`src/rtl/vreg_seq_pkg.sv`:
```
// Shared types and helpers for the vector-register read sequencer.
package vreg_seq_pkg;

  typedef enum logic [1:0] {
    SEW8    = 2'b00,
    SEW16   = 2'b01,
    SEW32   = 2'b10,
    SEW_ILL = 2'b11
  } sew_e;

  typedef enum logic [1:0] {
    ST_IDLE,
    ST_LOAD,
    ST_RUN
  } state_e;

  // Elements of one register group held by a lane; an illegal SEW holds none.
  function automatic int cap_f(sew_e sew, logic [1:0] lmul, int loc_per_lane);
    if (sew == SEW_ILL) return 0;
    return (loc_per_lane << (2 - int'(sew))) << lmul;
  endfunction

endpackage

```
`src/rtl/vreg_read_sequencer_if.sv`:
```
// Request, counter-control and element-strobe bundle between a lane's read
// sequencer (slave) and its surroundings (master).
interface vreg_read_sequencer_if #(
  parameter int MEM_DEPTH         = 512,
  parameter int VREG_LOC_PER_LANE = 16,
  parameter int VLANE_NUM         = 8
);
  localparam int AW = $clog2(MEM_DEPTH);
  localparam int SW = 32 - $clog2(VLANE_NUM * 4);
  localparam int CW = $clog2(VREG_LOC_PER_LANE * 4 * 8) + 1;

  logic            req_valid_i;
  logic            req_ready_o;
  logic [4:0]      req_vs_i;
  logic [1:0]      req_lmul_i;
  logic [1:0]      req_sew_i;
  logic [CW-1:0]   req_vl_i;
  logic [SW-1:0]   req_slide_i;
  logic            req_dir_i;
  logic            kill_i;
  logic            rd_ready_i;
  logic [8*AW-1:0] start_addr_o;
  logic [SW-1:0]   slide_offset_o;
  logic            load_o;
  logic            rst_cnt_o;
  logic            en_o;
  logic [1:0]      element_width_o;
  logic            up_down_o;
  logic            el_valid_o;
  logic            el_last_o;
  logic            done_o;

  modport master (
    output req_valid_i, req_vs_i, req_lmul_i, req_sew_i, req_vl_i,
           req_slide_i, req_dir_i, kill_i, rd_ready_i,
    input  req_ready_o, start_addr_o, slide_offset_o, load_o, rst_cnt_o,
           en_o, element_width_o, up_down_o, el_valid_o, el_last_o, done_o
  );

  modport slave (
    input  req_valid_i, req_vs_i, req_lmul_i, req_sew_i, req_vl_i,
           req_slide_i, req_dir_i, kill_i, rd_ready_i,
    output req_ready_o, start_addr_o, slide_offset_o, load_o, rst_cnt_o,
           en_o, element_width_o, up_down_o, el_valid_o, el_last_o, done_o
  );

endinterface

```
`src/rtl/vreg_seq_delay_pipe.sv`:
```
// Fixed-depth shift of {valid,last} that lines element strobes up with the
// VRF read data; synchronous flush drops everything in flight.
module vreg_seq_delay_pipe #(
  parameter int DEPTH = 2
) (
  input  logic clk,
  input  logic rst,
  input  logic flush,
  input  logic valid,
  input  logic last,
  output logic dly_valid,
  output logic dly_last
);

  logic [DEPTH-1:0] valid_sr;
  logic [DEPTH-1:0] last_sr;

  // NOTE: these stages are reset and flushable because a stale valid bit would surface as a phantom element.
  always_ff @(posedge clk or posedge rst) begin
    if (rst) begin
      valid_sr <= '0;
      last_sr  <= '0;
    end else if (flush) begin
      valid_sr <= '0;
      last_sr  <= '0;
    end else begin
      valid_sr[0] <= valid;
      last_sr[0]  <= valid & last;
      for (int i = 1; i < DEPTH; i++) begin
        valid_sr[i] <= valid_sr[i-1];
        last_sr[i]  <= last_sr[i-1];
      end
    end
  end

  assign dly_valid = valid_sr[DEPTH-1];
  assign dly_last  = last_sr[DEPTH-1];

endmodule

```
`src/rtl/vreg_read_sequencer.sv`:
```
// Per-lane VRF read sequencer: captures one request, drives the address counter
// one element per cycle, delays strobes by the read latency. Option: VREG_SEQ_REVERSE_EN.
module vreg_read_sequencer
  import vreg_seq_pkg::*;
#(
  parameter int MEM_DEPTH         = 512,
  parameter int VREG_LOC_PER_LANE = 16,
  parameter int VLANE_NUM         = 8,
  parameter int READ_LATENCY      = 2
) (
  input logic                  clk_i,
  input logic                  rst_i,
  vreg_read_sequencer_if.slave bus
);

  localparam int AW = $clog2(MEM_DEPTH);
  localparam int SW = 32 - $clog2(VLANE_NUM * 4);
  localparam int CW = $clog2(VREG_LOC_PER_LANE * 4 * 8) + 1;

  state_e          state, state_n;
  logic            pending;
  logic            accept;
  logic            load;
  logic            en;
  logic            last_in;
  logic            flush;
  logic            done;
  int              cap;
  logic [CW-1:0]   eff_cnt;
  logic [CW-1:0]   remaining;
  logic [8*AW-1:0] start_addr_n;
  logic [8*AW-1:0] start_addr;
  logic [SW-1:0]   slide;
  sew_e            sew;
  logic            dly_valid;
  logic            dly_last;

  always_comb begin
    cap     = cap_f(sew_e'(bus.req_sew_i), bus.req_lmul_i, VREG_LOC_PER_LANE);
    eff_cnt = (int'(bus.req_vl_i) < cap) ? bus.req_vl_i : CW'(cap);
  end

  // Eight consecutive registers starting at vs, wrapping at v31.
  always_comb begin
    start_addr_n = '0;
    for (int i = 0; i < 8; i++) begin
      start_addr_n[i*AW +: AW] =
        AW'(((32'(bus.req_vs_i) + 32'(i)) % 32) * VREG_LOC_PER_LANE);
    end
  end

  // NOTE: every output of this block gets a default first, so no path can infer a latch.
  always_comb begin
    state_n = state;
    accept  = 1'b0;
    load    = 1'b0;
    en      = 1'b0;
    last_in = 1'b0;
    case (state)
      ST_IDLE: begin
        if (bus.req_valid_i && bus.req_ready_o) begin
          accept = 1'b1;
          if (eff_cnt != '0) state_n = ST_LOAD;
        end
      end
      ST_LOAD: begin
        load    = 1'b1;
        state_n = bus.kill_i ? ST_IDLE : ST_RUN;
      end
      ST_RUN: begin
        en = bus.rd_ready_i;
        if (en && remaining == CW'(1)) begin
          last_in = 1'b1;
          state_n = ST_IDLE;
        end
        if (bus.kill_i) state_n = ST_IDLE;
      end
      default: state_n = ST_IDLE;
    endcase
  end

  assign flush = bus.kill_i && (state != ST_IDLE);

  // NOTE: sequential state uses <= so every register samples the pre-edge values.
  always_ff @(posedge clk_i or posedge rst_i) begin
    if (rst_i) begin
      state      <= ST_IDLE;
      pending    <= 1'b0;
      remaining  <= '0;
      start_addr <= '0;
      slide      <= '0;
      sew        <= SEW8;
      done       <= 1'b0;
    end else begin
      state <= state_n;
      done  <= (accept && eff_cnt == '0) || (dly_valid && dly_last);
      if (accept) begin
        pending    <= 1'b1;
        remaining  <= eff_cnt;
        start_addr <= start_addr_n;
        slide      <= bus.req_slide_i;
        sew        <= sew_e'(bus.req_sew_i);
      end else begin
        if (done || flush) pending <= 1'b0;
        if (en) remaining <= remaining - CW'(1);
      end
    end
  end

`ifdef VREG_SEQ_REVERSE_EN
  logic up_down;

  always_ff @(posedge clk_i or posedge rst_i) begin
    if (rst_i)       up_down <= 1'b1;
    else if (accept) up_down <= bus.req_dir_i;
  end

  assign bus.up_down_o = up_down;
`else
  logic unused_dir;

  assign unused_dir    = bus.req_dir_i;
  assign bus.up_down_o = 1'b1;
`endif

  vreg_seq_delay_pipe #(
    .DEPTH(READ_LATENCY)
  ) u_pipe (
    .clk       (clk_i),
    .rst       (rst_i),
    .flush     (flush),
    .valid     (en),
    .last      (last_in),
    .dly_valid (dly_valid),
    .dly_last  (dly_last)
  );

  // The pipe keeps draining after RUN, so readiness also waits for done.
  assign bus.req_ready_o     = (state == ST_IDLE) && !pending;
  assign bus.start_addr_o    = start_addr;
  assign bus.slide_offset_o  = slide;
  assign bus.load_o          = load;
  assign bus.rst_cnt_o       = load;
  assign bus.en_o            = en;
  assign bus.element_width_o = sew;
  assign bus.el_valid_o      = dly_valid;
  assign bus.el_last_o       = dly_last;
  assign bus.done_o          = done;

endmodule

```
`src/flat_wrapper.sv`:
```
// flat-port wrapper written by rule: the top's interface ports become plain ports
module vreg_read_sequencer_flat import vreg_seq_pkg::*;
#(
  parameter int MEM_DEPTH         = 512,
  parameter int VREG_LOC_PER_LANE = 16,
  parameter int VLANE_NUM         = 8,
  parameter int READ_LATENCY      = 2
)
  (clk_i, rst_i, bus_req_valid_i, bus_req_vs_i, bus_req_lmul_i, bus_req_sew_i, bus_req_vl_i, bus_req_slide_i, bus_req_dir_i, bus_kill_i, bus_rd_ready_i, bus_req_ready_o, bus_start_addr_o, bus_slide_offset_o, bus_load_o, bus_rst_cnt_o, bus_en_o, bus_element_width_o, bus_up_down_o, bus_el_valid_o, bus_el_last_o, bus_done_o);
  vreg_read_sequencer_if #(.MEM_DEPTH(MEM_DEPTH), .VREG_LOC_PER_LANE(VREG_LOC_PER_LANE), .VLANE_NUM(VLANE_NUM)) bus_i ();
  input logic clk_i;
  input logic rst_i;
  input wire logic [$bits(bus_i.req_valid_i)-1:0] bus_req_valid_i;
  input wire logic [$bits(bus_i.req_vs_i)-1:0] bus_req_vs_i;
  input wire logic [$bits(bus_i.req_lmul_i)-1:0] bus_req_lmul_i;
  input wire logic [$bits(bus_i.req_sew_i)-1:0] bus_req_sew_i;
  input wire logic [$bits(bus_i.req_vl_i)-1:0] bus_req_vl_i;
  input wire logic [$bits(bus_i.req_slide_i)-1:0] bus_req_slide_i;
  input wire logic [$bits(bus_i.req_dir_i)-1:0] bus_req_dir_i;
  input wire logic [$bits(bus_i.kill_i)-1:0] bus_kill_i;
  input wire logic [$bits(bus_i.rd_ready_i)-1:0] bus_rd_ready_i;
  output wire logic [$bits(bus_i.req_ready_o)-1:0] bus_req_ready_o;
  output wire logic [$bits(bus_i.start_addr_o)-1:0] bus_start_addr_o;
  output wire logic [$bits(bus_i.slide_offset_o)-1:0] bus_slide_offset_o;
  output wire logic [$bits(bus_i.load_o)-1:0] bus_load_o;
  output wire logic [$bits(bus_i.rst_cnt_o)-1:0] bus_rst_cnt_o;
  output wire logic [$bits(bus_i.en_o)-1:0] bus_en_o;
  output wire logic [$bits(bus_i.element_width_o)-1:0] bus_element_width_o;
  output wire logic [$bits(bus_i.up_down_o)-1:0] bus_up_down_o;
  output wire logic [$bits(bus_i.el_valid_o)-1:0] bus_el_valid_o;
  output wire logic [$bits(bus_i.el_last_o)-1:0] bus_el_last_o;
  output wire logic [$bits(bus_i.done_o)-1:0] bus_done_o;
  assign bus_i.req_valid_i = bus_req_valid_i;
  assign bus_i.req_vs_i = bus_req_vs_i;
  assign bus_i.req_lmul_i = bus_req_lmul_i;
  assign bus_i.req_sew_i = bus_req_sew_i;
  assign bus_i.req_vl_i = bus_req_vl_i;
  assign bus_i.req_slide_i = bus_req_slide_i;
  assign bus_i.req_dir_i = bus_req_dir_i;
  assign bus_i.kill_i = bus_kill_i;
  assign bus_i.rd_ready_i = bus_rd_ready_i;
  assign bus_req_ready_o = bus_i.req_ready_o;
  assign bus_start_addr_o = bus_i.start_addr_o;
  assign bus_slide_offset_o = bus_i.slide_offset_o;
  assign bus_load_o = bus_i.load_o;
  assign bus_rst_cnt_o = bus_i.rst_cnt_o;
  assign bus_en_o = bus_i.en_o;
  assign bus_element_width_o = bus_i.element_width_o;
  assign bus_up_down_o = bus_i.up_down_o;
  assign bus_el_valid_o = bus_i.el_valid_o;
  assign bus_el_last_o = bus_i.el_last_o;
  assign bus_done_o = bus_i.done_o;
  vreg_read_sequencer #(.MEM_DEPTH(MEM_DEPTH), .VREG_LOC_PER_LANE(VREG_LOC_PER_LANE), .VLANE_NUM(VLANE_NUM), .READ_LATENCY(READ_LATENCY)) u_core (.clk_i(clk_i), .rst_i(rst_i), .bus(bus_i));
endmodule
```
`config.mk`:
```
export PLATFORM = sky130hd
export DESIGN_NAME = vreg_read_sequencer_flat
export DESIGN_NICKNAME = d
export VERILOG_FILES = /design/src/rtl/vreg_seq_pkg.sv /design/src/rtl/vreg_read_sequencer_if.sv /design/src/rtl/vreg_seq_delay_pipe.sv /design/src/rtl/vreg_read_sequencer.sv /design/src/flat_wrapper.sv
export SDC_FILE = /design/constraint.sdc
export NUM_CORES = 1
export LEC_CHECK = 0
export ABC_AREA = 1
export CORE_ASPECT_RATIO = 1.1
export CORE_MARGIN = 8
export CORE_UTILIZATION = 48
export DETAILED_ROUTE_END_ITERATION = 16
export PLACE_DENSITY = 0.95
export SLEW_MARGIN = 20
export SYNTH_ARGS = -nofsm -noshare
export SYNTH_HDL_FRONTEND = slang
export SYNTH_HIERARCHICAL = 1
export SYNTH_SLANG_ARGS = --single-unit
```
`constraint.sdc`:
```
create_clock -name clk_i -period 6 [get_ports clk_i]
set_clock_uncertainty 0.15 [all_clocks]
set_input_delay 1.2 -clock clk_i [delete_from_list [all_inputs] [get_ports clk_i]]
set_output_delay 1.2 -clock clk_i [all_outputs]
set_load 0.005 [all_outputs]
```
# After elaboration in Yosys (flattened, before gate mapping)
# Cells that the tools add are included.
[word_totals] regBits=87 in_bits=52 out_inout_bits=109 elab_cells=66
[classes] n_addsub=9 order_cmp=1 n_eq_ne=7 shifts=2 n_mux=21 n_bitwise=1 reduce_logical=16
[ops] operator="$lt 11x32->1" n=1
[ops] operator="$mux 32" n=1
[ops] operator="$shl 32x2->32" n=1
[ops] operator="$shl 5x32->32 const A" n=1
[ops] operator="$mux 10" n=3
[ops] operator="$add 5x3->5 const B" n=4
[ops] operator="$mux 2" n=7
[ops] operator="$add 5x2->5 const B" n=2
[ops] operator="$eq 10x1->1 const B" n=1
[ops] operator="$logic_not 10->1" n=1
[ops] operator="$reduce_bool 10->1" n=1
[ops] operator="$sub 10x1->10 const B" n=1
[ops] operator="$mux 1" n=9
[ops] operator="$logic_and 1x1->1" n=6
[ops] operator="$pmux 2 s3" n=1
[ops] operator="$reduce_bool 2->1" n=3
[ops] operator="$add 5x1->5 const B" n=1
[ops] operator="$eq 2x2->1 const B" n=2
[ops] operator="$ne 2x1->1 const B" n=2
[ops] operator="$ne 3x2->1 const B" n=1
[ops] operator="$reduce_and 3->1" n=1
[ops] operator="$sub 2x2->3 const A" n=1
[ops] operator="$eq 2x1->1 const B" n=1
[ops] operator="$logic_not 2->1" n=1
[ops] operator="other kinds (3)" n=4

# Longest topological paths before layout
[depth] depth_word=10 mapped_depth=23 mapped_depth_nobuf=22

# Cells and area by module
# Netlist, hierarchy kept.
[modules_own_cells] module="vreg_read_sequencer" instances=1 cells_each=513 area_each_um2=4176.5 seq_area_each_um2=1826.8
[modules_own_cells] module="vreg_seq_delay_pipe" instances=1 cells_each=13 area_each_um2=136.4 seq_area_each_um2=100.1

# Worst setup path after synthesis
# Ideal clock, no wire load.
[synth_timing] path_kind="input to register" from="in bus_req_sew_i[0]" to="reg u_core.state[0]" setup_ps=136 t_arrival_ps=3034 required_time_ps=5714 setup_slack_ps=2680 stages=21 n_path_buf=1 cell_sequence="inv_1 ha_1 inv_1 nand3_1 nand2_1 nand3_1 nand2_1 inv_1 ha_1 nand2_1 inv_2 nand2_1 nand3_1 nand2_1 nand2_2 nand2_4 buf_8 o21ai_0 nand2_1 nor2_1 a21oi_1"
[synth_between] elab_chain_len=9 elab_cells_between_ends=11 cone_classes="add/sub: 1; order compare: 1; eq/ne: 2; shift: 2; mux: 3; reduce/logical: 2"
[synth_rtl] element="from (decl)" line_no="flat_wrapper.sv:16" text="input wire logic [$bits(bus_i.req_sew_i)-1:0] bus_req_sew_i;"
[synth_rtl] element="$sub 2x2->3" line_no="vreg_seq_pkg.sv:20" text="return (loc_per_lane << (2 - int'(sew))) << lmul;"
[synth_rtl] element="$shl 5x32->32" line_no="vreg_seq_pkg.sv:20"
[synth_rtl] element="$shl 32x2->32" line_no="vreg_seq_pkg.sv:20"
[synth_rtl] element="$mux 32 *" line_no="vreg_seq_pkg.sv:20"
[synth_rtl] element="$lt 11x32->1" line_no="vreg_read_sequencer.sv:40" text="eff_cnt = (int'(bus.req_vl_i) < cap) ? bus.req_vl_i : CW'(cap);"
[synth_rtl] element="$mux 10 *" line_no="vreg_read_sequencer.sv:40"
[synth_rtl] element="$reduce_bool 10->1 *" line_no="vreg_read_sequencer.sv:63" text="if (eff_cnt != '0) state_n = ST_LOAD;"
[synth_rtl] element="$ne 2x1->1 (no source line) *"
[synth_rtl] element="$reduce_and 3->1 (no source line) *"
[synth_rtl] element="to (signal assigned)" line_no="vreg_read_sequencer.sv:95" text="state <= state_n;"
[synth_rtl] element="to (decl)" line_no="vreg_read_sequencer.sv:20" text="state_e state, state_n;"
# Every way passes the cells marked *; elsewhere a longest branch is shown, timed or not.
# A chain may end at the register's enable or synchronous reset.

# Final worst setup path
[layout_timing] from="in bus_rd_ready_i" to="out bus_en_o"
[layout_between] elab_chain_len=1
[layout_rtl] element="from (decl)" line_no="flat_wrapper.sv:21" text="input wire logic [$bits(bus_i.rd_ready_i)-1:0] bus_rd_ready_i;"
[layout_rtl] element="$mux 1" line_no="vreg_read_sequencer.sv:59" text="case (state)"
[layout_rtl] element="to (decl)" line_no="flat_wrapper.sv:27" text="output wire logic [$bits(bus_i.en_o)-1:0] bus_en_o;"
# Every way passes these cells.

==> results.txt <==
fin worst setup slack -> 1.93 ns
Tcrit/Tclk final -> 67.9%
Crit Path Max Fanout -> 8
number of buffers created by CTS -> 9
Worst Setup End Kind -> output pin
sum of negative setup slack -> 0 ns
core box area -> 8780 sq um
Post-CTS Setup Bufs -> 0
Die Span Y -> 115 microns
share of post-route cells with drive strength above 1 -> 5.31%
area grow syn2layout -> 31.7%
CP startpoint -> bus_rd_ready_i
Slew Viols, Final -> 0
detailed-router iteration count before antenna repair -> 4
Reg2Reg Launch Point -> u_core/state[0]
async set-reset flop share out of synthesis -> 100%
Worst Path Arrival -> 2.72 ns
CTS tree -> built
final hold vios -> 0
Worst Tran Pin Value -> 0.900 ns
leakage power -> 2.81 nW
most common cell after layout, fill and taps aside -> nand2_1
number of buffers added on ports -> 126
Die ar. -> 12,300 sq um
Final ANT Viol Nets -> 0
initial antenna violation count -> 0
Die Wd -> 106 microns
yosys warns -> 6
clk sinks -> 77
RSZ-0062 raised after global routing -> no
Critical Path RT -> 4.65 ns
synthesized area -> 4310 sq um
syn avg cell area -> 8.20 sq um
routability cong. -> 0.841
Post-Place Setup Slack -> 1.81 ns
Post-Syn Instances -> 526
number of synthesized flops with an enable pin -> 0
Clock transition at path regs -> 0.07 ns
hold_sp -> u_core/u_pipe/valid_sr[0]
gr usage total -> 18.1%
PD cells -> 433 nW/um^2
Slew HR -> 39.9%
Hold Slack -> 0.313 ns
1st-iter DRT viols -> 172
Routed wire per std cell -> 15.0 microns
Hold-fix buffers, CTS -> 0
vias in the first global route -> 3,799
Max Root-Sink Buffers -> 2
grt total ovfl -> 0
placed instance count -> 739
Clk Latency, worst-skew pair -> 0.32 ns
CTS HTree Levels -> 3
Final min period -> 4.07 ns
hpwl dp -> 8790 microns
I/O Pins -> 161
first-pass GRT wire length -> 18,100 microns
Post-route DRC -> 0
# rows -> 36
Initial Utilization -> 49.1%
fmax -> 246 MHz
final wirelength -> 11,300 microns
flop and latch count out of synthesis -> 77
Non-Filler Instances -> 754
Startpoint Class -> input port
worst vdd ir -> 0.293 mV
post-cts sizing count -> 0
Synth cell types -> 39
most frequent cells in the layout -> nand2_1 (171), clkdlybuf4s50_1 (126), dfrtp_1 (77)
outcome -> finished clean
CTS root buf -> clkbuf_8
Vias -> 3,687
sequential cell area fraction in the yosys report -> 44.7%
number of antenna diodes -> 0
min-delay worst type -> register to register
Crit Path Class -> input port to output pin
Layout Nets -> 710
Final setup viols -> 0
largest net degree at the start of global routing -> 59
vias per inst -> 4.89
Most used DFF post-synth -> dfrtp_1
max_cap viols -> 0
-- per-layer routing --
layer  up-vias  GRT usage [%]  routed length (microns)
li1       1785              -                        -
met1      1758           18.8                     4280
met2       122           33.8                     6130
met3        22           4.84                      666
met4         0           7.14                      242
met5         -              0                        0
-- state kept, by name, indices dropped and copies added (netlist names) --
name	cells
u_core/bus.start_addr_o	30
u_core/state	2
u_core/pending	1
u_core/bus.done_o	1
u_core/bus.slide_offset_o	27
u_core/remaining	10
u_core/u_pipe/valid_sr	2
u_core/u_pipe/last_sr	2
u_core/bus.element_width_o	2
-- critical path, cell delays in order --
cell             delay, ns
clkdlybuf4s50_1       0.50
nand3_1               0.19
inv_1                 0.28
clkdlybuf4s50_1       0.56
-- cell families after synthesis --
| family | synth area share [%] |
|---|---|
| compound gates | 7.83 |
| xor+xnor | 3.66 |
| fa+ha+maj | 6.38 |
| buf+inv | 14.3 |
| flops | 44.7 |
| other cells | 0.174 |
| simple gates | 23.0 |
-- layout make-up --
| type | instances | area (sq um) |
|---|---|---|
| repair buffers | 129 | 1280 |
| inverters | 51 | 191 |
| fillers | 758 | 3100 |
| clock buffers | 10 | 138 |
| multi-input cells | 368 | 1890 |
| clock inverters | 5 | 108 |
| well taps | 114 | 143 |
| flip-flops and latches | 77 | 1930 |
-- cell usage after synthesis, types with 6 or more instances --
cell type  instances  area (sq um)
a21oi_1           15          75.1
buf_4             44           330
clkbuf_1           7          26.3
dfrtp_1           77          1930
ha_1              22           275
inv_1             48           180
nand2_1          171           642
nand3_1           18          90.1
nand4_1            6          37.5
nor2_1            23          86.3
o21a_1             7          52.6
o21ai_0           25           125
xor2_1            16           140
-- worst paths after layout --
check,endpoint,slack (ns),cells past startpoint
setup / recovery,bus_en_o,1.93,4
hold / removal,u_core/u_pipe/valid_sr[1],0.31,2
setup reg to reg,u_core/remaining[9],3.39,9
hold reg to reg,u_core/u_pipe/valid_sr[1],0.31,2
max in group asynchronous,u_core/bus.done_o,3.50,3
min in group asynchronous,u_core/u_pipe/valid_sr[0],0.96,2
-- metrics by stage --
step / total power [mW] / cell area, sq um / utilization (%)
floorplan: 1.41 / 4430 / -
detailed placement: 2.01 / 5440 / 61.9
global placement: 1.95 / 5440 / 61.9
global route: 2.64 / 5680 / 64.7
CTS: 2.49 / 5680 / 64.7
finish: 2.46 / 5680 / 64.7
-- power breakdown --
| group | switching (mW) | internal [mW] |
|---|---|---|
| clock | 0.184 | 0.288 |
| sequential | 0.154 | 0.749 |
| combinational | 0.497 | 0.590 |
No activity file was read; power rests on OpenSTA's default activity.
